File: src/rtl/hazard_pkg.sv
// Shared types and defaults for the pipeline hazard sequencer.
// State encoding and parameter defaults live here so every user agrees.
package hazard_pkg;

  typedef enum logic [1:0] {
    RUN      = 2'd0,
    MEM_WAIT = 2'd1,
    HALT     = 2'd2
  } hz_state_e;

  localparam int TIMEOUT_DEF = 15;
  localparam int CNT_W_DEF   = 16;

endpackage

File: src/rtl/hazard_sequencer_sat_counter.sv
// Saturating event counter used for the hazard performance counters.
// Holds at all-ones instead of wrapping.
module sat_counter #(
  parameter int W = 8
) (
  input  logic         clk,
  input  logic         rst,
  input  logic         inc,
  output logic [W-1:0] count
);

  logic [W-1:0] count_q;
  logic [W-1:0] count_d;

  always_comb begin
    count_d = count_q;
    if (inc && (count_q != {W{1'b1}})) begin
      count_d = count_q + W'(1);
    end
  end

  always_ff @(posedge clk) begin
    if (rst) begin
      count_q <= '0;
    end else begin
      count_q <= count_d;
    end
  end

  assign count = count_q;

endmodule

File: src/rtl/hazard_sequencer.sv
// Pipeline hazard sequencer: load-use stall, branch flush, memory wait
// with timeout halt, plus saturating performance counters.
import hazard_pkg::*;

module hazard_sequencer #(
  parameter int TIMEOUT = TIMEOUT_DEF,
  parameter int CNT_W   = CNT_W_DEF
) (
  input  logic             clk,
  input  logic             rst,
  input  logic [4:0]       D_rs,
  input  logic [4:0]       D_rt,
  input  logic [4:0]       X_rt,
  input  logic             X_MemRead,
  input  logic             M_branchTaken,
  input  logic             M_memReq,
  input  logic             M_memReady,
  output logic             PCwrite,
  output logic             IFIDwrite,
  output logic             IFIDflush,
  output logic             hazardIDEXenable,
  output logic             EXMEMflush,
  output logic             pipeHold,
  output logic             errTimeout,
  output logic [CNT_W-1:0] stallCount,
  output logic [CNT_W-1:0] flushCount,
  output logic [CNT_W-1:0] waitCount
);

  localparam int TW = $clog2(TIMEOUT + 1);

  hz_state_e state_q;
  hz_state_e state_d;
  logic [TW-1:0] tmr_q;
  logic [TW-1:0] tmr_d;
  logic [TW-1:0] tmr_inc;

  logic mem_stall;
  logic load_use;
  logic tmo_hit;
  logic stall_inc;
  logic flush_inc;
  logic wait_inc;

  logic [CNT_W-1:0] stall_cnt;
  logic [CNT_W-1:0] flush_cnt;
  logic [CNT_W-1:0] wait_cnt;

  assign mem_stall = M_memReq && !M_memReady;
  assign load_use  = X_MemRead && (X_rt != 5'd0) &&
                     ((X_rt == D_rs) || (X_rt == D_rt));

  // Timer is zero in RUN, so the first frozen cycle counts as wait #1.
  assign tmr_inc = tmr_q + TW'(1);
  assign tmo_hit = (tmr_inc == TW'(TIMEOUT));

  always_comb begin
    PCwrite          = 1'b1;
    IFIDwrite        = 1'b1;
    IFIDflush        = 1'b0;
    hazardIDEXenable = 1'b0;
    EXMEMflush       = 1'b0;
    pipeHold         = 1'b0;
    stall_inc        = 1'b0;
    flush_inc        = 1'b0;
    wait_inc         = 1'b0;
    state_d          = state_q;
    tmr_d            = tmr_q;

    unique case (state_q)
      RUN: begin
        if (mem_stall) begin
          PCwrite   = 1'b0;
          IFIDwrite = 1'b0;
          pipeHold  = 1'b1;
          wait_inc  = 1'b1;
          tmr_d     = tmr_inc;
          state_d   = tmo_hit ? HALT : MEM_WAIT;
        end else if (M_branchTaken) begin
          IFIDflush        = 1'b1;
          hazardIDEXenable = 1'b1;
          EXMEMflush       = 1'b1;
          flush_inc        = 1'b1;
        end else if (load_use) begin
          PCwrite          = 1'b0;
          IFIDwrite        = 1'b0;
          hazardIDEXenable = 1'b1;
          stall_inc        = 1'b1;
        end
      end
      MEM_WAIT: begin
        if (!M_memReady) begin
          PCwrite   = 1'b0;
          IFIDwrite = 1'b0;
          pipeHold  = 1'b1;
          wait_inc  = 1'b1;
          tmr_d     = tmr_inc;
          state_d   = tmo_hit ? HALT : MEM_WAIT;
        end else begin
          tmr_d   = '0;
          state_d = RUN;
        end
      end
      HALT: begin
        PCwrite   = 1'b0;
        IFIDwrite = 1'b0;
        pipeHold  = 1'b1;
      end
      default: begin
        tmr_d   = '0;
        state_d = RUN;
      end
    endcase

    // Reset drives the pipeline into a fully flushed, non-advancing state.
    if (rst) begin
      PCwrite          = 1'b0;
      IFIDwrite        = 1'b0;
      IFIDflush        = 1'b1;
      hazardIDEXenable = 1'b1;
      EXMEMflush       = 1'b1;
      pipeHold         = 1'b0;
      stall_inc        = 1'b0;
      flush_inc        = 1'b0;
      wait_inc         = 1'b0;
    end
  end

  always_ff @(posedge clk) begin
    if (rst) begin
      state_q <= RUN;
      tmr_q   <= '0;
    end else begin
      state_q <= state_d;
      tmr_q   <= tmr_d;
    end
  end

  sat_counter #(.W(CNT_W)) u_stall_cnt (
    .clk   (clk),
    .rst   (rst),
    .inc   (stall_inc),
    .count (stall_cnt)
  );

  sat_counter #(.W(CNT_W)) u_flush_cnt (
    .clk   (clk),
    .rst   (rst),
    .inc   (flush_inc),
    .count (flush_cnt)
  );

  sat_counter #(.W(CNT_W)) u_wait_cnt (
    .clk   (clk),
    .rst   (rst),
    .inc   (wait_inc),
    .count (wait_cnt)
  );

  assign errTimeout = (state_q == HALT) && !rst;
  assign stallCount = rst ? '0 : stall_cnt;
  assign flushCount = rst ? '0 : flush_cnt;
  assign waitCount  = rst ? '0 : wait_cnt;

endmodule

File: config.mk
export PLATFORM = sky130hd
export DESIGN_NAME = hazard_sequencer
export DESIGN_NICKNAME = d
export VERILOG_FILES = /design/src/rtl/hazard_pkg.sv /design/src/rtl/hazard_sequencer_sat_counter.sv /design/src/rtl/hazard_sequencer.sv
export SDC_FILE = /design/constraint.sdc
export NUM_CORES = 1
export LEC_CHECK = 0
export BUFFER_PORTS_ARGS = -buffer_cell sky130_fd_sc_hd__buf_2
export CAP_MARGIN = 20
export CELL_PAD_IN_SITES_DETAIL_PLACEMENT = 0
export CELL_PAD_IN_SITES_GLOBAL_PLACEMENT = 2
export CORE_MARGIN = 5
export CORE_UTILIZATION = 34
export CTS_CLUSTER_SIZE = 20
export DETAILED_ROUTE_END_ITERATION = 16
export PLACE_DENSITY_LB_ADDON = 0.12
export REMOVE_ABC_BUFFERS = 1
export SYNTH_ARGS = -nofsm -noshare
export SYNTH_HDL_FRONTEND = slang
export SYNTH_SLANG_ARGS = --single-unit
export TNS_END_PERCENT = 1
File: constraint.sdc
create_clock -name clk -period 4.05 [get_ports clk]
set_clock_uncertainty 0.2 [all_clocks]
set_input_delay 0 -clock clk [delete_from_list [all_inputs] [get_ports clk]]
set_output_delay 0 -clock clk [all_outputs]
set_load 0.01 [all_outputs]
# --- Word level (Yosys, flattened, before mapping) ---
# Cells that the tools add are included.
classes:
  add_sub_neg: 4
  multipliers: 0
  div: 0
  magnitude_cmp: 0
  eq_ne: 9
  shifts: 0
  mux: 36
  bitwise: 1
  n_reduce_logical: 13
ops:
  columns: ["op", "count"]
  rows:
  - ["$add 16x1->16 const B", 3]
  - ["$mux 16", 3]
  - ["$ne 16x16->1 const B", 3]
  - ["$mux 1", 23]
  - ["$pmux 4 s3", 1]
  - ["$eq 5x5->1", 2]
  - ["$mux 4", 2]
  - ["$logic_and 1x1->1", 7]
  - ["$mux 2", 3]
  - ["$pmux 1 s3", 2]
  - ["$pmux 2 s3", 1]
  - ["$reduce_bool 5->1", 1]
  - ["$add 4x1->4 const B", 1]
  - ["$eq 4x4->1 const B", 1]
  - ["$eq 2x1->1 const B", 1]
  - ["$eq 2x2->1 const B", 1]
  - ["$logic_not 1->1", 2]
  - ["$logic_not 2->1", 1]
  - ["$ne 2x2->1 const B", 1]
  - ["$pmux 1 s2", 1]
  - ["$reduce_and 2->1", 1]
  - ["$logic_or 1x1->1", 1]
  - ["$not 1->1", 1]
word_totals:
  reg_bits: 54
  latch_bits: 0
  mem_bits_rw: 0
  romBits: 0
  input_bits: 21
  out_inout_bits: 55
  wordCells: 68
  n_memories: 0

# --- Depth between registers and ports, before layout ---
depth:
  ltp_word: 9
  depth_mapped: 8
  depth_no_buf: 6

# --- Cells and area by module ---
# A second synthesis with hierarchy kept.
hier_totals:
  cells_unflattened: 419
  area_unflattened_um2: 3398.3
modules_own_cells:
  columns: ["module", "n_inst", "cells_each", "area_per_inst_um2", "seq_area_each_um2"]
  rows:
  - ["sat_counter", 3, 99, 848.3, 320.3]
  - ["hazard_sequencer", 1, 122, 853.3, 120.1]

# --- Worst setup path after synthesis ---
# Ideal clock, no wire load.
synth_timing:
  path_kind: "flip-flop to flip-flop"
  start: "register u_stall_cnt.count_q[8] (netlist: u_stall_cnt.count[8])"
  end: "register u_stall_cnt.count_q[5] (netlist: u_stall_cnt.count[5])"
  setup_time_ps: 121
  t_arrival_ps: 1641
  required_ps: 3729
  path_slack_ps: 2088
  stages_incl_launch_ff: 7
  path_buffers: 1
  synth_period_minus_slack_ps: 1962
  cell_sequence: "dfxtp_1 -> nand4_2 -> or4_4 -> nand3_2 -> buf_6 -> nor4b_2 -> mux2_4"
synth_between:
  elab_chain_cells: 2
synth_lines:
  columns: ["item", "line_no", "source"]
  rows:
  - ["start: declaration", "hazard_sequencer_sat_counter.sv:12", "logic [W-1:0] count_q;"]
  - ["start signal: assignment", "hazard_sequencer_sat_counter.sv:26", "count_q <= count_d;"]
  - ["$ne 16x16->1", "hazard_sequencer_sat_counter.sv:17", "if (inc && (count_q != {W{1'b1}})) begin"]
  - ["$logic_and 1x1->1", "hazard_sequencer_sat_counter.sv:17", null]
# Every way passes these cells.
# A chain may end at the register's enable or synchronous reset.

# --- Worst setup path after layout ---
layout_timing:
  start: "register state_q[0]"
  end: "register u_stall_cnt.count_q[5] (netlist: u_stall_cnt.count[5])"
layout_between:
  elab_chain_cells: 4
layout_lines:
  columns: ["item", "line_no", "source"]
  rows:
  - ["start: declaration", "hazard_sequencer.sv:32", "hz_state_e state_q;"]
  - ["start signal: assignment", "hazard_sequencer.sv:134", "state_q <= state_d;"]
  - ["$logic_not 2->1", "hazard_sequencer.sv:70", "unique case (state_q)"]
  - ["$mux 1", "hazard_sequencer.sv:70", null]
  - ["$mux 1", "hazard_sequencer.sv:116", "if (rst) begin"]
  - ["$logic_and 1x1->1", "hazard_sequencer_sat_counter.sv:17", null]
# Every way passes these cells.

==> flow_summary.ini <==
[cells_and_area]
antenna_cells = 0
drive_gt1_share_pct = 24.95
finalCoreUtilization_pct = 41.29
area_growth_pct = 18.16
nets = 486
num-fill-cells = 1006
ff_latch_area_mm2 = 0.001081
multiInputGateArea_mm2 = 0.002016

[sta]
finalCritPeriodShare_pct = 55.00
rsz0062_at_grt = false
min_period_ns = 2.228
max_slew_margin_pct = 33.33
finalSetupViolCount = 0
worst_pin_slew_ns = 1.000
tns_ns = 0
hold_viol_final = 0
fmax_mhz = 448.9
drv_slew = 0

[routing]
route.met2.wl_um = 3732
vias = 2904
top_layer_used = met4
drt-initial-drc-count = 118
wl_met1_um = 3691
ant_nets = 0
met3WireLength_um = 331
drc = 0
drtPass1Iterations = 4
totalWireLength_um = 7819
wire_per_inst_um = 13.25
via_per_inst = 4.922

[critical_path]
crit_path_top_delay_cell = and3b_1
cp-start-kind = flop
max_stage_delay_ns = 0.40
critPathKind = flop to flop
path_cells = nor2_2 -> and3b_1 -> nand3_2 -> nor4b_2 -> mux2_4
worstPathMaxFanout = 11
cp-end-kind = flop
crit_arrival_ns = 2.23
r2r-start = state_q[0]$_SDFFE_PP0P_
crit_path_start = state_q[0]$_SDFFE_PP0P_
required_ns = 4.05

[yosys]
synthCells = 393
ys_ff_latch = 54
synth_edf_count = 0
ys.flop_type = dfxtp_1
async_reset_ff_share_pct = 0
yosysSeqAreaShare_pct = 33.32
yosysTopAreaCell = dfxtp_1
synthDominantCellAreaShare_pct = 33.32
syn_avg_cell_area_um2 = 8.255
yosys-top-cells-area = dfxtp_1, nor2b_1, nor2_1
syn_area_mm2 = 0.003244
ys_warn_count = 0
ys_types = 51

[clocking]
cts_max_level = 2
cts.sinks = 54
clock-root-buffer = clkbuf_8
cts_buffers = 5
cts_buffer_depth = 2
path_clk_slew_ns = 0.11
tritoncts = yes
insertion_delay_ns = 0.31

[status]
outcome = finished clean

[floorplan]
die_height_um = 107.7
dieArea_mm2 = 0.01160
num_rows = 35
initial_utilization_pct = 34.95
die-width_um = 107.7
ios = 76
core_area_mm2 = 0.009284

[global_routing]
grtUsageTotal_pct = 13.82
grt_pass1_wl_um = 13120
grt_pass1_vias = 2827
grt_max_degree = 51
antenna_found_initial = 0
grt_overflow_total = 0

[placement]
io_buffers = 75
hpwl_um = 5935
gp_congestion = 0.7823

[power]
leakage_nw = 1.604
ir_drop_mv = 0.1545
p_per_area_mw_per_mm2 = 262.7

[job]
drv_cap = 0

[worst_hold_path]
hold_start = X_MemRead
hold_path_class = primary input to flop
-- layer usage --
metal  up-vias  global-route usage [%]
li1       1512                       -
met1      1336                   17.39
met2        50                   24.11
met3         6                   3.179
met4         0                   2.705
met5         -                       0
-- worst max-delay path, delay by kind of cell, from the launching register on --
| family | cells | cell delay, ns |
|---|---|---|
| multiplexers | 1 | 0.32 |
| AND/OR/NAND/NOR | 4 | 1.22 |
| flip-flops | 1 | 0.38 |
-- cells by family (layout without fill, tap and decap cells) --
| kind of cell | count (synthesis) | count (layout) | share of synthesized area (%) |
|---|---|---|---|
| buffers and inverters | 34 | 102 | 4.551 |
| DFF | 54 | 54 | 33.32 |
| xor gates and xnor gates | 25 | 25 | 6.749 |
| muxes | 23 | 23 | 8.330 |
| and+or+nand+nor | 210 | 210 | 36.83 |
| adders and majority gates | 5 | 5 | 1.928 |
| AOI/OAI and AO/OA | 42 | 42 | 8.292 |
-- cells in the final DEF (no fill, tap or decap), types with 5 or more instances in the layout --
cell,instances
xor2_1,12
dfxtp_1,54
nor3_1,13
nand3_1,21
a21oi_1,13
mux2_1,9
nand2_1,17
xnor2_1,13
nor2b_1,39
or4_1,7
mux2_2,11
buf_2,75
ha_1,5
o21ai_0,9
nor2_1,59
nand4_1,14
inv_1,16
clkbuf_8,5
and3_1,8
-- power by group --
part	internal, mW	total, mW	switching [mW]
combinational	0.0329	0.0901	0.0572
clock	0.186	0.377	0.191
sequential	0.536	0.540	0.00481
-- metrics by stage --
| stage | power [mW] | hold WS (ns) | instances | instance area (µm²) | setup WS, ns |
|---|---|---|---|---|---|
| 2_1_floorplan | 0.5965 | -0.1571 | 375 | 3157 | 2.083 |
| 3_3_place_gp | 0.6419 | 0.2171 | 580 | 3701 | 1.841 |
| 3_5_place_dp | 0.6429 | 0.2239 | 580 | 3701 | 1.815 |
| 4_1_cts | 1.030 | 0.03328 | 590 | 3834 | 1.806 |
| 5_1_grt | 1.062 | 0.08353 | 590 | 3834 | 1.620 |
| 6_report | 1.007 | 0.04215 | 590 | 3834 | 1.822 |
-- what timing repair did --
action / in CTS / in global routing
hold endpoints to repair: 5 / 0
hold buffers: 2 / 0
resized for setup: 0 / 0
buffers inserted: 0 / 0
-- worst paths after layout --
check	end	slack, ns	cells past startpoint
setup / recovery	u_stall_cnt.count[5]$_SDFFE_PP0P_	1.82	5
setup reg to reg	u_stall_cnt.count[5]$_SDFFE_PP0P_	1.82	5
hold / removal	u_stall_cnt.count[2]$_SDFFE_PP0P_	0.04	5
hold reg to reg	u_stall_cnt.count[14]$_SDFFE_PP0P_	0.33	2
-- cells in the mapped netlist (5+ instances only) --
master	n
nor2_1	59
dfxtp_1	54
nor2b_1	39
nand3_1	21
nand2_1	17
inv_1	16
nand4_1	14
a21oi_1	13
nor3_1	13
xnor2_1	13
xor2_1	12
mux2_2	11
clkbuf_1	9
mux2_1	9
o21ai_0	9
and3_1	8
or4_1	7
ha_1	5
-- flip-flops by register name, indices dropped and copies added (netlist names) --
name               cells
u_flush_cnt.count     16
u_stall_cnt.count     16
u_wait_cnt.count      16
tmr_q                  4
state_q                2
-- final cells by class --
cell class                      count  area share [%]
Clock buffer                        5           1.795
Clock inverter                      3           1.142
Timing Repair Buffer               78           10.51
Sequential cell                    54           28.20
Multi-Input combinational cell    305           52.58
Inverter                           16           1.567
Tap cell                          129           4.210
Note: power is estimated with default switching activity, not from simulation.
